--- config.mk ---
export PLATFORM = sky130hd
export DESIGN_NAME = spi_master
export DESIGN_NICKNAME = d
export VERILOG_FILES = /design/src/rtl/spi_pkg.sv /design/src/rtl/spi_clk_div.sv /design/src/rtl/spi_master.sv
export SDC_FILE = /design/constraint.sdc
export NUM_CORES = 1
export LEC_CHECK = 0
export ABC_AREA = 1
export CORE_AREA = 2 2 64 66
export DETAILED_ROUTE_END_ITERATION = 12
export DIE_AREA = 0 0 66 68
export PLACE_DENSITY = 0.88
export SLEW_MARGIN = 20
export SYNTH_ARGS = -nofsm -noshare
export SYNTH_HDL_FRONTEND = slang
export SYNTH_SLANG_ARGS = --single-unit
--- constraint.sdc ---
create_clock -name iClk -period 2 [get_ports iClk]
set_input_delay 0.3 -clock iClk [delete_from_list [all_inputs] [get_ports iClk]]
set_output_delay 0.3 -clock iClk [all_outputs]
set_load 0.01 [all_outputs]
--- src/rtl/spi_pkg.sv ---
// Shared types and constants for the single-byte SPI master.
package spi_pkg;

   typedef enum logic [1:0] {
      StIdle,
      StXfer,
      StDone
   } spiStateE;

   localparam int unsigned BitsPerXfer  = 8;
   localparam int unsigned EdgesPerXfer = 16;

endpackage

--- src/rtl/spi_clk_div.sv ---
// SCLK half-period divider: emits a one-cycle tick every CLK_DIV_COUNT enabled cycles.
module spi_clk_div #(
   parameter int unsigned CLK_DIV_COUNT = 10
) (
   input  logic iClk,
   input  logic iRst,
   input  logic iEnable,
   output logic oTick
);

   localparam int unsigned DivW = (CLK_DIV_COUNT > 1) ? $clog2(CLK_DIV_COUNT) : 1;
   localparam logic [DivW-1:0] DivLast = DivW'(CLK_DIV_COUNT - 1);

   logic [DivW-1:0] divQ;

   // Held at zero while disabled so every transfer starts from a fresh count.
   always_ff @(posedge iClk) begin
      if (iRst || !iEnable) begin
         divQ <= '0;
      end else if (divQ == DivLast) begin
         divQ <= '0;
      end else begin
         divQ <= divQ + DivW'(1);
      end
   end

   assign oTick = iEnable && (divQ == DivLast);

endmodule

--- src/rtl/spi_master.sv ---
// Single-byte full-duplex SPI master, all four CPOL/CPHA modes, MSB first.
module spi_master
   import spi_pkg::*;
#(
   parameter int unsigned CLK_DIV_COUNT = 10
) (
   input  logic                   iClk,
   input  logic                   iRst,
   input  logic                   iCpol,
   input  logic                   iCpha,
   input  logic [BitsPerXfer-1:0] iDin,
   input  logic                   iStart,
   output logic [BitsPerXfer-1:0] oDout,
   output logic                   oReady,
   output logic                   oSpiCs,
   output logic                   oSpiClk,
   output logic                   oSpiMosi,
   input  logic                   iSpiMiso
);

   localparam int unsigned EdgeW = $clog2(EdgesPerXfer + 1);
   localparam logic [EdgeW-1:0] EdgeLast = EdgeW'(EdgesPerXfer - 1);

   spiStateE stateQ, stateD;
   logic [BitsPerXfer-1:0] txQ, txD, rxQ, rxD, doutQ, doutD;
   logic [EdgeW-1:0] edgeQ, edgeD;
   logic cpolQ, cpolD, cphaQ, cphaD;
   logic readyQ, readyD, csQ, csD, sclkQ, sclkD, mosiQ, mosiD;
   logic divEn, tick, leading;

   assign divEn = (stateQ != StIdle);
   // Even count of completed toggles means the coming toggle is a leading edge.
   assign leading = ~edgeQ[0];

   spi_clk_div #(
      .CLK_DIV_COUNT(CLK_DIV_COUNT)
   ) uClkDiv (
      .iClk   (iClk),
      .iRst   (iRst),
      .iEnable(divEn),
      .oTick  (tick)
   );

   always_ff @(posedge iClk) begin
      if (iRst) begin
         stateQ <= StIdle;
         txQ    <= '0;
         rxQ    <= '0;
         doutQ  <= '0;
         edgeQ  <= '0;
         cpolQ  <= 1'b0;
         cphaQ  <= 1'b0;
         readyQ <= 1'b1;
         csQ    <= 1'b1;
         sclkQ  <= iCpol;
         mosiQ  <= 1'b0;
      end else begin
         stateQ <= stateD;
         txQ    <= txD;
         rxQ    <= rxD;
         doutQ  <= doutD;
         edgeQ  <= edgeD;
         cpolQ  <= cpolD;
         cphaQ  <= cphaD;
         readyQ <= readyD;
         csQ    <= csD;
         sclkQ  <= sclkD;
         mosiQ  <= mosiD;
      end
   end

   always_comb begin
      stateD = stateQ;
      unique case (stateQ)
         StIdle:  if (iStart) stateD = StXfer;
         StXfer:  if (tick && (edgeQ == EdgeLast)) stateD = StDone;
         StDone:  if (tick) stateD = StIdle;
         default: stateD = StIdle;
      endcase
   end

   always_comb begin
      txD    = txQ;
      rxD    = rxQ;
      doutD  = doutQ;
      edgeD  = edgeQ;
      cpolD  = cpolQ;
      cphaD  = cphaQ;
      readyD = readyQ;
      csD    = csQ;
      sclkD  = sclkQ;
      mosiD  = mosiQ;
      unique case (stateQ)
         StIdle: begin
            sclkD = iCpol;
            if (iStart) begin
               txD    = iDin;
               cpolD  = iCpol;
               cphaD  = iCpha;
               edgeD  = '0;
               readyD = 1'b0;
               csD    = 1'b0;
               mosiD  = iDin[BitsPerXfer-1];
            end
         end
         StXfer: begin
            if (tick) begin
               sclkD = ~sclkQ;
               edgeD = edgeQ + EdgeW'(1);
               if (leading != cphaQ) begin
                  rxD = {rxQ[BitsPerXfer-2:0], iSpiMiso};
               end
               // CPHA=0 already presented bit 7 at start, so trailing edges move on to bit 6.
               if (cphaQ && leading) begin
                  mosiD = txQ[BitsPerXfer-1];
                  txD   = txQ << 1;
               end else if (!cphaQ && !leading && (edgeQ != EdgeLast)) begin
                  mosiD = txQ[BitsPerXfer-2];
                  txD   = txQ << 1;
               end
            end
         end
         StDone: begin
            sclkD = cpolQ;
            if (tick) begin
               doutD  = rxQ;
               csD    = 1'b1;
               readyD = 1'b1;
               mosiD  = 1'b0;
            end
         end
         default: ;
      endcase
   end

   assign oDout    = doutQ;
   assign oReady   = readyQ;
   assign oSpiCs   = csQ;
   assign oSpiClk  = sclkQ;
   assign oSpiMosi = mosiQ;

endmodule

==> flow_summary.json <==
{
  "status": "finished clean",
  "n_antenna_cell": 0,
  "holdPathStages": 2,
  "cap_violations": 0,
  "area_delta_synth_final_pct": 21.83,
  "start_util_pct": 51.72,
  "setup_tns_ns": 0,
  "hpwl_um": 2879,
  "cts-root-buf": "clkbuf_8",
  "synth-seq-cells": 40,
  "gp_congestion": 0.8792,
  "grt_pass1_vias": 1668,
  "place_area_mm2": 0.002295,
  "synth.cell_area_mm2": 0.001994,
  "total_power_mw": 3.138,
  "powerDensity_mw_per_mm2": 1291,
  "tightest_slew_ns": 0.5470,
  "crit_path_start_kind": "register",
  "yosysWarnings": 0,
  "finalHoldViolCount": 0,
  "slew_headroom_pct": 63.50,
  "core-area_mm2": 0.003856,
  "placedCellCount": 343,
  "layout_setup_ws_ns": 0.1627,
  "wirelength_um": 4154,
  "ios": 26,
  "wire_per_inst_um": 11.73,
  "insertion_delay_ns": 0.29,
  "yosys.area.top_type": "dfxtp_1",
  "synth_cells": 271,
  "synthTopCellsByArea": "dfxtp_1 (39%), inv_1 (8.3%), nand2_1 (7.5%)",
  "multi_input_area_um2": 947.2,
  "gr-usage-all-layers_pct": 20.27,
  "portBuffers": 25,
  "clock_path_buffers": 2,
  "timing.final.crit_share_pct": 91.86,
  "timing.hold.worst.class": "reg -> reg",
  "final_area_mm2": 0.002430,
  "yosysMostFrequentCell": "inv_1",
  "cts_buffers": 5,
  "die_w_um": 66,
  "drt_iter0_drc": 82,
  "worstHoldStart": "oDout[4]",
  "end_kind": "register",
  "gr-total-overflow": 0,
  "worstPathArrival_ns": 2.03,
  "htreeDepth": 2,
  "reg2reg_from": "edgeQ[0]",
  "grt_max_degree": 24,
  "post-place-ws_ns": 0.1639,
  "ff2ff_setup_slack_ns": 0.16,
  "drive_above_1_share_pct": 9.211,
  "synth-seq-area-share_pct": 40.65,
  "ant_nets": 0,
  "cts_tree": "built",
  "cp.required_ns": 2.20,
  "cts.sinks": 40,
  "slew_violations": 0,
  "synth.avg_cell_area_um2": 7.359,
  "clkTransAtPathRegs_ns": 0.08,
  "num_rows": 23,
  "antenna_found_initial": 0,
  "critPathKind": "reg -> reg",
  "p_leak_nw": 0.9998,
  "max_freq_mhz": 544.3,
  "synth_cell_types": 28,
  "synth_async_sr_flop_share_pct": 0,
  "ctsHoldBuffers": 0,
  "vias": 1787,
  "synth_top_area_share_pct": 39.15,
  "ff_latch_area_um2": 810.8,
  "fin_skew_ns": 0.003785,
  "final_cell_count_no_fill": 354,
  "ff2ff_path_depth": 11,
  "synth_edf_count": 1,
  "drt-pass1-iter-count": 4,
  "worstPathMaxFanout": 6,
  "yosys-top-cells-count": "inv_1 (44), nand2_1 (40), dfxtp_1 (39)",
  "peakVddDrop_uv": 631.7,
  "die_area_mm2": 0.004488,
  "die_y_um": 68,
  "fillerInstances": 339,
  "vias_per_cell": 5.048,
  "ys.flop_type": "dfxtp_1",
  "rr_endpoint": "txQ[6]",
  "syn-num-nets": 294,
  "grt_pass1_wl_um": 7017,
  "setup_violations": 0,
  "hold_path_end": "oDout[4]",
  "fin_crit_ns": 1.837,
  "num-nets-final": 326,
  "drc": 0
}
worst max path at each step:
stage              from  endpoint  slack, ns  cells past startpoint
2_1_floorplan  edgeQ[0]    txQ[0]       0.46                     11
3_3_place_gp   edgeQ[0]    txQ[6]       0.20                     11
3_5_place_dp   edgeQ[0]    txQ[6]       0.16                     11
4_1_cts        edgeQ[0]    txQ[6]       0.15                     11
5_1_grt        edgeQ[0]    txQ[6]    -0.0008                     11
6_report       edgeQ[0]    txQ[6]       0.16                     11
flip-flops by register name (all words and copies together) (netlist names):
name / flops
oDout: 8
cpolQ: 1
cphaQ: 1
stateQ: 2
rxQ: 8
txQ: 8
uClkDiv.divQ: 4
edgeQ: 5
oSpiMosi: 1
oSpiCs: 1
oSpiClk: 1
stage by stage:
| stage | hold slack [ns] | utilization (%) |
|---|---|---|
| finish | 0.4484 | 63.01 |
| global placement | 0.4301 | 59.51 |
| floorplan | 0.3691 | - |
| global route | 0.4846 | 63.01 |
| CTS | 0.4517 | 62.36 |
| detailed placement | 0.4401 | 59.51 |
where the power goes:
part	switching, mW	internal, mW	total, mW
clock network	0.295	0.325	0.621
registers	0.0960	0.946	1.04
logic	0.884	0.591	1.47
total	1.28	1.86	3.14
cell families (layout without fill, tap and decap cells):
group           Yosys count  in the layout  synth area share [%]
compound gates           55             55                 15.12
xor+xnor                  1              1                0.4392
fa+ha+maj                 9              9                 5.646
buf+inv                  56             89                 11.98
flops                    40             40                 40.65
mux                       7              7                 3.513
simple gates            103            103                 22.65
timing repair:
action,4_1_cts,5_1_grt
setup endpoints to repair,0,8
gates resized for setup,0,1
setup buffers,0,3
area by class of cell:
class	count	area share, %
clock inverter	2	0.6694
timing repair buffer	34	13.08
multi-input combinational	175	38.98
sequential	40	33.37
tap	50	2.575
inverter	47	7.467
clock buffer	6	3.862
critical path: stages, from the launching register on:
cell     delay, ns
dfxtp_1       0.37
ha_1          0.23
nand2_1       0.09
nor2_1        0.05
ha_1          0.21
nor2_1        0.16
nor2_2        0.07
a21oi_4       0.20
buf_4         0.16
nand3_1       0.08
nand2_1       0.09
nor2_1        0.05
layout by cell type, fill, tap and decap left out, types with 5 or more instances in the layout:
cell	synthesis	layout
nand2_1	40	40
buf_4	3	9
nor2_1	32	31
clkdlybuf4s50_1	0	25
mux2i_1	7	7
inv_1	44	44
clkbuf_8	0	5
a21oi_1	29	29
dfxtp_1	39	39
ha_1	9	9
o21ai_0	22	22
nand3_1	21	21
per-layer routing:
layer	track usage [%]	part of all wire, %	up-vias
met5	0	0	-
met4	8.418	1.8	0
met3	4.605	4.5	8
met2	36.36	49	43
met1	23.37	44	814
li1	-	-	922
Note: power is estimated with default switching activity, not from simulation.
